**src/rtl/smm_operand_loader.sv**
```systemverilog
// Operand loader for the SMM1 Strassen core: packs a streamed A-then-B element
// sequence into flat operand buses, strobes load, then freezes the operands.
module smm_operand_loader #(
    parameter  int DATAWIDTH   = 32,
    parameter  int BLOCKSIZE   = 2,
    parameter  int HOLD_CYCLES = 8,
    localparam int BUSWIDTH    = DATAWIDTH * BLOCKSIZE * BLOCKSIZE
) (
    input  logic                 clk,
    input  logic                 rst,
    input  logic [DATAWIDTH-1:0] s_data,
    input  logic                 s_valid,
    input  logic                 s_last,
    output logic                 s_ready,
    input  logic                 cfg_sel,
    output logic [BUSWIDTH-1:0]  A,
    output logic [BUSWIDTH-1:0]  B,
    output logic                 load,
    output logic                 sel,
    output logic                 busy,
    output logic                 err,
    output logic [7:0]           frame_cnt
);

    localparam int N     = BLOCKSIZE * BLOCKSIZE;
    localparam int IDX_W = (N > 1) ? $clog2(N) : 1;
    localparam int CNT_W = (HOLD_CYCLES > 1) ? $clog2(HOLD_CYCLES) : 1;

    localparam logic [IDX_W-1:0] LAST_IDX  = IDX_W'(N - 1);
    localparam logic [CNT_W-1:0] HOLD_INIT = CNT_W'(HOLD_CYCLES - 1);

    localparam logic [1:0] ST_FILL_A = 2'd0;
    localparam logic [1:0] ST_FILL_B = 2'd1;
    localparam logic [1:0] ST_LOAD   = 2'd2;
    localparam logic [1:0] ST_HOLD   = 2'd3;

    logic [1:0]       state;
    logic [1:0]       nxt;
    logic [IDX_W-1:0] idx;
    logic [CNT_W-1:0] hcnt;
    logic             beat;

    assign beat = s_valid && s_ready;
    assign load = (state == ST_LOAD);
    assign busy = (state == ST_LOAD) || (state == ST_HOLD);

    always_comb begin
        nxt = state;
        case (state)
            ST_FILL_A: begin
                if (beat && !s_last && idx == LAST_IDX) nxt = ST_FILL_B;
            end
            ST_FILL_B: begin
                if (beat) begin
                    if (idx == LAST_IDX && s_last)       nxt = ST_LOAD;
                    else if (idx == LAST_IDX || s_last) nxt = ST_FILL_A;
                end
            end
            ST_LOAD: nxt = ST_HOLD;
            ST_HOLD: begin
                if (hcnt == '0) nxt = ST_FILL_A;
            end
            default: nxt = ST_FILL_A;
        endcase
    end

    // s_ready is registered from the next state so it drops in the LOAD cycle itself
    always_ff @(posedge clk) begin
        if (rst) begin
            state     <= ST_FILL_A;
            idx       <= '0;
            hcnt      <= '0;
            A         <= '0;
            B         <= '0;
            sel       <= 1'b0;
            err       <= 1'b0;
            frame_cnt <= 8'd0;
            s_ready   <= 1'b0;
        end else begin
            state   <= nxt;
            s_ready <= (nxt == ST_FILL_A) || (nxt == ST_FILL_B);
            case (state)
                ST_FILL_A: begin
                    if (beat) begin
                        A[idx*DATAWIDTH +: DATAWIDTH] <= s_data;
                        if (idx == '0) sel <= cfg_sel;
                        if (s_last) begin
                            err <= 1'b1;
                            idx <= '0;
                        end else if (idx == LAST_IDX) begin
                            idx <= '0;
                        end else begin
                            idx <= idx + IDX_W'(1);
                        end
                    end
                end
                ST_FILL_B: begin
                    if (beat) begin
                        B[idx*DATAWIDTH +: DATAWIDTH] <= s_data;
                        if (idx == LAST_IDX || s_last) begin
                            idx <= '0;
                            // anything but s_last exactly on the final element is a framing error
                            if (idx != LAST_IDX || !s_last) err <= 1'b1;
                        end else begin
                            idx <= idx + IDX_W'(1);
                        end
                    end
                end
                ST_LOAD: begin
                    frame_cnt <= frame_cnt + 8'd1;
                    hcnt      <= HOLD_INIT;
                end
                ST_HOLD: begin
                    if (hcnt != '0) hcnt <= hcnt - CNT_W'(1);
                end
                default: ;
            endcase
        end
    end

endmodule
```
**config.mk**
```make
export PLATFORM = sky130hd
export DESIGN_NAME = smm_operand_loader
export DESIGN_NICKNAME = d
export VERILOG_FILES = /design/src/rtl/smm_operand_loader.sv
export SDC_FILE = /design/constraint.sdc
export NUM_CORES = 1
export LEC_CHECK = 0
export ABC_CLOCK_PERIOD_IN_PS = 1800
export CAP_MARGIN = 30
export CORE_MARGIN = 8
export CORE_UTILIZATION = 44
export DETAILED_ROUTE_END_ITERATION = 10
export GPL_ROUTABILITY_DRIVEN = 0
export GPL_TIMING_DRIVEN = 0
export PLACE_DENSITY = 0.82
export REMOVE_ABC_BUFFERS = 1
export SLEW_MARGIN = 30
export SYNTH_ARGS = -nofsm -noshare
export SYNTH_HDL_FRONTEND = slang
export SYNTH_SLANG_ARGS = --single-unit
```
**constraint.sdc**
```tcl
create_clock -name clk -period 1.8 [get_ports clk]
set_input_delay 0.36 -clock clk [delete_from_list [all_inputs] [get_ports clk]]
set_output_delay 0.36 -clock clk [all_outputs]
set_load 0.005 [all_outputs]
```
==> flow_metrics.py, run 1 <==
metrics = {
    "placed_design": {
        "hpwl_mm": 26.4,
        "post-place-ws_ps": -1110,
        "port_buffers": 305,
    },
    "worst_setup_path": {
        "path_class": "reg -> reg",
        "startpoint_type": "register",
        "r2r-start": "idx[0]$_SDFFE_PP0P_",
        "cp-end-kind": "register",
        "worst-path-max-fanout": 7,
        "regToRegEndpoint": "A[10]$_SDFFE_PP0P_",
        "required_ps": 2260,
        "crit_arrival_ps": 2510,
        "r2r_cells": 10,
        "reg2reg_slack_ps": -260,
        "critPathCapture": "A[10]$_SDFFE_PP0P_",
        "crit_start": "idx[0]$_SDFFE_PP0P_",
    },
    "logic_synthesis": {
        "netlist_instances": 1337,
        "muxShareOfSynthArea_pct": 0.0892,
        "synth_top_family_by_area": "compound AO/OA/AOI/OAI gates",
        "synth-seq-area-share_pct": 48.9,
        "synth_top_area_share_pct": 48.9,
        "synth_adder_area_share_pct": 1.00,
        "synthSimpleGateAreaFrac_pct": 16.6,
        "synthTopCellsByArea": "dfxtp_1 49%, nand4_1 14%, a21oi_1 12%",
        "synth-seq-cells": 274,
        "ys_warn_count": 0,
        "ys_types": 37,
        "yosysTopAreaCell": "dfxtp_1",
        "synth-compound-area-share_pct": 24.2,
        "synth_xor_area_share_pct": 0.156,
        "avgSynthCellArea_um2": 8.39,
        "netlist_area_um2": 11200,
    },
    "route": {
        "ant_nets": 0,
        "drt_first_pass_iters": 8,
        "drt_iter0_drc": 1778,
        "viasPerCell": 6.53,
        "wl_per_cell_um": 25.8,
        "finalWirelength_mm": 51.0,
        "route.detailed.drc": 0,
        "routed-via-count": 12920,
    },
    "global_route": {
        "grt_overflow": 0,
        "grt_pass1_vias": 12233,
        "antenna_found_initial": 2,
        "grt_start_max_net_pins": 99,
        "grt_usage_pct": 30.0,
        "grt_pass1_wl_mm": 74.5,
    },
    "outcome": {
        "status": "finished, violations left",
        "violations": "setup timing",
    },
    "final_layout": {
        "fin_nets": 1672,
        "areaGrowthSynthToFinish_pct": 54.9,
        "seqCellArea_um2": 5520,
        "fin_util_pct": 69.2,
        "drive_gt1_share_pct": 16.1,
        "multi_input_area_um2": 4980,
        "nFillCells": 1823,
    },
    "cts": {
        "path_clk_slew_ps": 60,
        "cts.sinks": 274,
        "htree_levels": 1,
        "numCtsBuffers": 29,
        "cts-root-buf": "clkbuf_16",
        "cts.path.max_buffers": 3,
        "cts_tree": "yes",
        "clk_latency_ps": 540,
        "holdBufCountCts": 0,
    },
    "sta": {
        "finalCritPeriodShare_pct": 114,
        "fmax_mhz": 486,
        "rsz0062_at_grt": "yes",
        "hold_violations": 0,
        "worst_pin_slew_ps": 662,
        "maxSlewHeadroom_pct": 55.8,
        "fin_skew_ps": 13.1,
        "finalSetupViolations": 221,
        "slew_viol_final": 0,
        "layout_setup_ws_ps": -259,
        "fin_crit_ps": 2060,
    },
    "pwr": {
        "leakage_nw": 7.13,
        "powerDensity_nw_per_um2": 771,
        "vdd_drop_max_mv": 0.662,
    },
    "job": {
        "drv_cap": 0,
    },
    "die": {
        "row_count": 58,
        "core_um2": 25100,
        "die_h_um": 176,
        "initial_core_util_pct": 44.7,
        "dieArea_um2": 30900,
        "die_w_um": 176,
        "ios": 306,
    },
    "hold_path": {
        "hold_path.class": "in -> reg",
    },
}
report_power, final:
part / internal [mW] / switching [mW]
logic: 0.452 / 0.680
registers: 6.09 / 0.0263
clock network: 3.64 / 2.51
flip-flops by register name, indices dropped and copies added, names as in the netlist:
signal / count
A: 128
B: 128
frame_cnt: 8
hcnt: 3
idx: 2
state: 2
err: 1
s_ready: 1
sel: 1
critical path, cell delays in order, from the launching register on:
cell	delay, ps
dfxtp_4	360
clkinvlp_4	120
ha_4	290
buf_12	130
nor3b_4	230
buf_6	150
buf_6	110
buf_12	130
buf_8	120
nand4_1	140
a21oi_2	200
routing by layer:
metal	vias up	track usage, %	wire length (µm)	part of all wire (%)
met5	-	0	0	0
met2	1020	49.5	24100	47
met4	0	14.2	2590	5.1
li1	5576	-	-	-
met3	188	8.42	6330	12
met1	6136	35.6	18000	35
timing repair:
action | 4_1_cts | 5_1_grt
gates cloned | 15 | 2
buffers inserted | 73 | 25
pin swaps | 38 | 45
endpoints found under the setup margin | 270 | 348
resized for setup | 119 | 135
how the worst min path moves through the flow:
stage | from | depth (start not counted) | end
6_report | rst | 2 | A[90]$_SDFFE_PP0P_
5_1_grt | rst | 2 | A[121]$_SDFFE_PP0P_
4_1_cts | rst | 2 | A[90]$_SDFFE_PP0P_
3_5_place_dp | err$_SDFFE_PP0P_ | 2 | err$_SDFFE_PP0P_
3_3_place_gp | err$_SDFFE_PP0P_ | 2 | err$_SDFFE_PP0P_
2_1_floorplan | rst | 1 | A[0]$_SDFFE_PP0P_
metrics by stage:
stage          power, mW  setup TNS (ps)  area [µm²]  hold slack [ps]  std cells
2_1_floorplan       6.47         -683860       10300              429       1135
3_3_place_gp        6.97        -1745800       13700              438       1770
3_5_place_dp        7.08         -190620       14500              448       1817
4_1_cts             13.3          -19610       16800              269       1957
5_1_grt             13.7          -35280       17400              289       1980
6_report            13.4          -22640       17400              271       1980
cell type report:
cell class              instances  share of cell area, %
well taps                     330                   2.38
flip-flops and latches        274                   31.8
clock inverters                12                  0.663
repair buffers                457                   30.7
inverters                      14                  0.756
diodes                          2                 0.0288
multi-input cells             850                   28.7
clock buffers                  41                   5.01
logic make-up (layout without fill, tap and decap cells):
logic type / count (synthesis) / in the layout
buffers and inverters: 216 / 524
DFF: 274 / 274
and+or+nand+nor: 297 / 300
muxes: 1 / 1
other: 0 / 2
adders and majority gates: 9 / 9
xor gates and xnor gates: 2 / 2
AOI/OAI and AO/OA: 538 / 538
Yosys cell counts:
master     count
a211oi_1       1
a21oi_1      268
a221oi_1       1
a2bb2oi_1      1
a31oi_1        1
and3b_1        2
and4b_1        1
and4bb_2       1
buf_1          3
buf_2         32
buf_4          9
buf_6         11
clkbuf_1     112
clkbuf_2      35
clkinv_1       3
dfxtp_1      274
ha_1           9
inv_1         10
inv_2          1
mux2i_1        1
nand2_1        8
nand3_1        3
nand3b_1       5
nand4_1      257
nand4b_1       3
nand4bb_1      1
nor2_1         4
nor2b_1        2
nor3b_1        4
o211ai_1       2
o21a_1         1
o21ai_0      231
o21ai_1       31
o31ai_1        1
or3_1          4
or4_1          2
xnor2_1        2
cell usage in the layout (no fill, tap or decap), types with 6 or more instances in the layout:
cell type        count
buf_6               36
o21ai_0            229
buf_12              21
dlygate4sd2_1        8
clkdlybuf4s50_1    213
dfxtp_2              6
clkinv_2             8
buf_8               21
inv_1                8
clkbuf_8            10
buf_4               56
nand2_1              8
buf_16              17
nand4_1            257
a21oi_2             26
o21ai_1             33
clkbuf_16           30
dfxtp_4              8
dfxtp_1            260
a21oi_1            242
dlymetal6s2s_1      82
Power figures use the tool's default switching activity.
==> run 2: changes to the inputs <==
--- a/config.mk
+++ b/config.mk
@@ -18,3 +18,4 @@
 export SYNTH_ARGS = -nofsm -noshare
 export SYNTH_HDL_FRONTEND = slang
 export SYNTH_SLANG_ARGS = --single-unit
+export TNS_END_PERCENT = 20
==> run 2 against run 1 <==
Effect of this change: the flow still finishes with violations (setup timing); die area did not move; clock skew rose by 1.4 ps; clock power barely moved; power fell by 0.27%; largest power group unchanged; worst setup slack got worse by 26 ps; flip-flop and latch count did not move; via count fell by 1.0%; core utilization fell by 1.8 points.
==> flow_metrics.py, run 2 (synthesis results as in run 1) <==
metrics = {
    "outcome": {
        "status": "finished, violations left",
        "violations": "setup timing",
    },
    "hold_path": {
        "worstHoldStart": "rst",
        "hold_path.class": "in -> reg",
    },
    "worst_setup_path": {
        "worst-path-max-fanout": 7,
        "cpPeakStageDelay_ps": 370,
        "critPathTopFamily": "buffers and inverters",
        "critical_path_buf_inv_count": 6,
        "required_ps": 2230,
        "path_cells": "clkinvlp_4 > ha_4 > buf_6 > nor3b_4 > buf_6 > buf_6 > buf_12 > buf_8 > nand4_1 > a21oi_1",
        "crit_slowest_cell": "dfxtp_4",
        "r2r-start": "idx[0]$_SDFFE_PP0P_",
        "crit_arrival_ps": 2520,
        "path_common_cell": "buf_6",
        "crit_start": "idx[0]$_SDFFE_PP0P_",
        "cp-end-kind": "register",
        "startpoint_type": "register",
        "path_class": "reg -> reg",
    },
    "sta": {
        "hold_ws_ps": 262,
        "fin_crit_ps": 2080,
        "finalCritPeriodShare_pct": 116,
        "fin_skew_ps": 14.5,
        "hold_violations": 0,
        "finalSetupViolations": 180,
        "setup_tns_ps": -22220,
        "maxSlewHeadroom_pct": 56.9,
        "worst_pin_slew_ps": 647,
        "layout_setup_ws_ps": -285,
        "slew_viol_final": 0,
        "rsz0062_at_grt": "yes",
        "fmax_mhz": 480,
    },
    "cts": {
        "holdBufCountCts": 0,
        "cts.sinks": 274,
        "cts_tree": "yes",
        "cts-root-buf": "clkbuf_16",
        "htree_levels": 1,
        "numCtsBuffers": 29,
        "path_clk_slew_ps": 60,
        "cts.path.max_buffers": 3,
        "clk_latency_ps": 540,
    },
    "final_layout": {
        "final_common_cell": "dfxtp_1",
        "final_cell_mix": "260 x dfxtp_1, 257 x nand4_1, 252 x a21oi_1",
        "fin_util_pct": 67.4,
        "multi_input_area_um2": 4970,
        "largest_registers": "A (128), B (128), frame_cnt (8)",
        "final_cells": 1945,
        "fin_area_um2": 16900,
        "fin_nets": 1638,
        "areaGrowthSynthToFinish_pct": 50.8,
        "nFillCells": 1894,
        "drive_gt1_share_pct": 13.9,
        "seqCellArea_um2": 5520,
    },
    "die": {
        "dieArea_um2": 30900,
        "core_um2": 25100,
        "ios": 306,
        "die_h_um": 176,
        "row_count": 58,
        "initial_core_util_pct": 44.7,
        "die_w_um": 176,
    },
    "global_route": {
        "grt_usage_pct": 28.1,
        "grt-busiest-layer": "met2",
        "grt_use_met1_pct": 33.3,
        "grt_overflow": 0,
        "met2_usage_pct": 45.9,
        "grt_start_max_net_pins": 99,
        "antenna_found_initial": 1,
        "grt_pass1_wl_mm": 70.4,
        "grt_pass1_vias": 11918,
        "met3_usage_pct": 8.29,
    },
    "pwr": {
        "vdd_drop_max_mv": 0.674,
        "leakage_nw": 6.80,
        "power_mw": 13.4,
        "powerDensity_nw_per_um2": 790,
    },
    "route": {
        "viasPerCell": 6.57,
        "finalWirelength_mm": 49.5,
        "drt_first_pass_iters": 5,
        "ant_nets": 0,
        "routed-via-count": 12786,
        "drt_iter0_drc": 1612,
        "route.detailed.drc": 0,
        "wl_per_cell_um": 25.4,
    },
    "placed_design": {
        "placedCellCount": 1817,
        "hpwl_mm": 26.4,
        "port_buffers": 305,
        "placed_cell_area_um2": 14500,
        "post-place-ws_ps": -1110,
    },
    "job": {
        "drv_cap": 0,
    },
}
[run 2: changes by cell type in the layout (fill, tap and decap cells not counted), sizes merged]
cell           before  now
clkinv             10   11
and4bb              2    3
buf               151  115
clkdlybuf4s50     213  218
dlymetal6s2s       82   77
inv                10    9
diode               2    1
clkbuf             42   44
bufbuf              1    0
[run 2: worst paths after layout]
| check | end | slack, ps | cells past startpoint |
|---|---|---|---|
| min | A[90]$_SDFFE_PP0P_ | 260 | 2 |
| max | A[10]$_SDFFE_PP0P_ | -280 | 10 |
| min reg2reg | A[67]$_SDFFE_PP0P_ | 470 | 2 |
| max reg2reg | A[10]$_SDFFE_PP0P_ | -280 | 10 |
[run 2: final cells by class]
type	count	share of cell area, %
Clock buffer	41	5.15
Multi-Input combinational cell	851	29.4
Antenna cell	1	0.0148
Sequential cell	274	32.6
Inverter	14	0.755
Clock inverter	12	0.681
Timing Repair Buffer	422	28.9
Tap cell	330	2.44
[run 2: worst register-to-register path, cell delays in order, from the launching register on]
cell        delay, ps
dfxtp_4           370
clkinvlp_4        150
ha_4              300
buf_6             130
nor3b_4           220
buf_6             140
buf_6             110
buf_12            130
buf_8             120
nand4_1            90
a21oi_1           230
[run 2: layer usage]
layer	wire, µm	share of wire, %
met1	17800	36
met2	23400	47
met3	5820	12
met4	2400	4.9
met5	0	0
[run 2: what timing repair did]
item,in CTS,in global routing
setup endpoints to repair,270,335
cloned,7,5
buffers inserted,44,21
pin swaps,20,26
gates resized for setup,126,146
[run 2: report_power, final]
group | total, mW | switching [mW] | leakage, nW | internal [mW]
sequential | 6.12 | 0.0278 | 2.22 | 6.09
clock | 6.16 | 2.53 | 0.491 | 3.64
combinational | 1.08 | 0.668 | 4.09 | 0.407
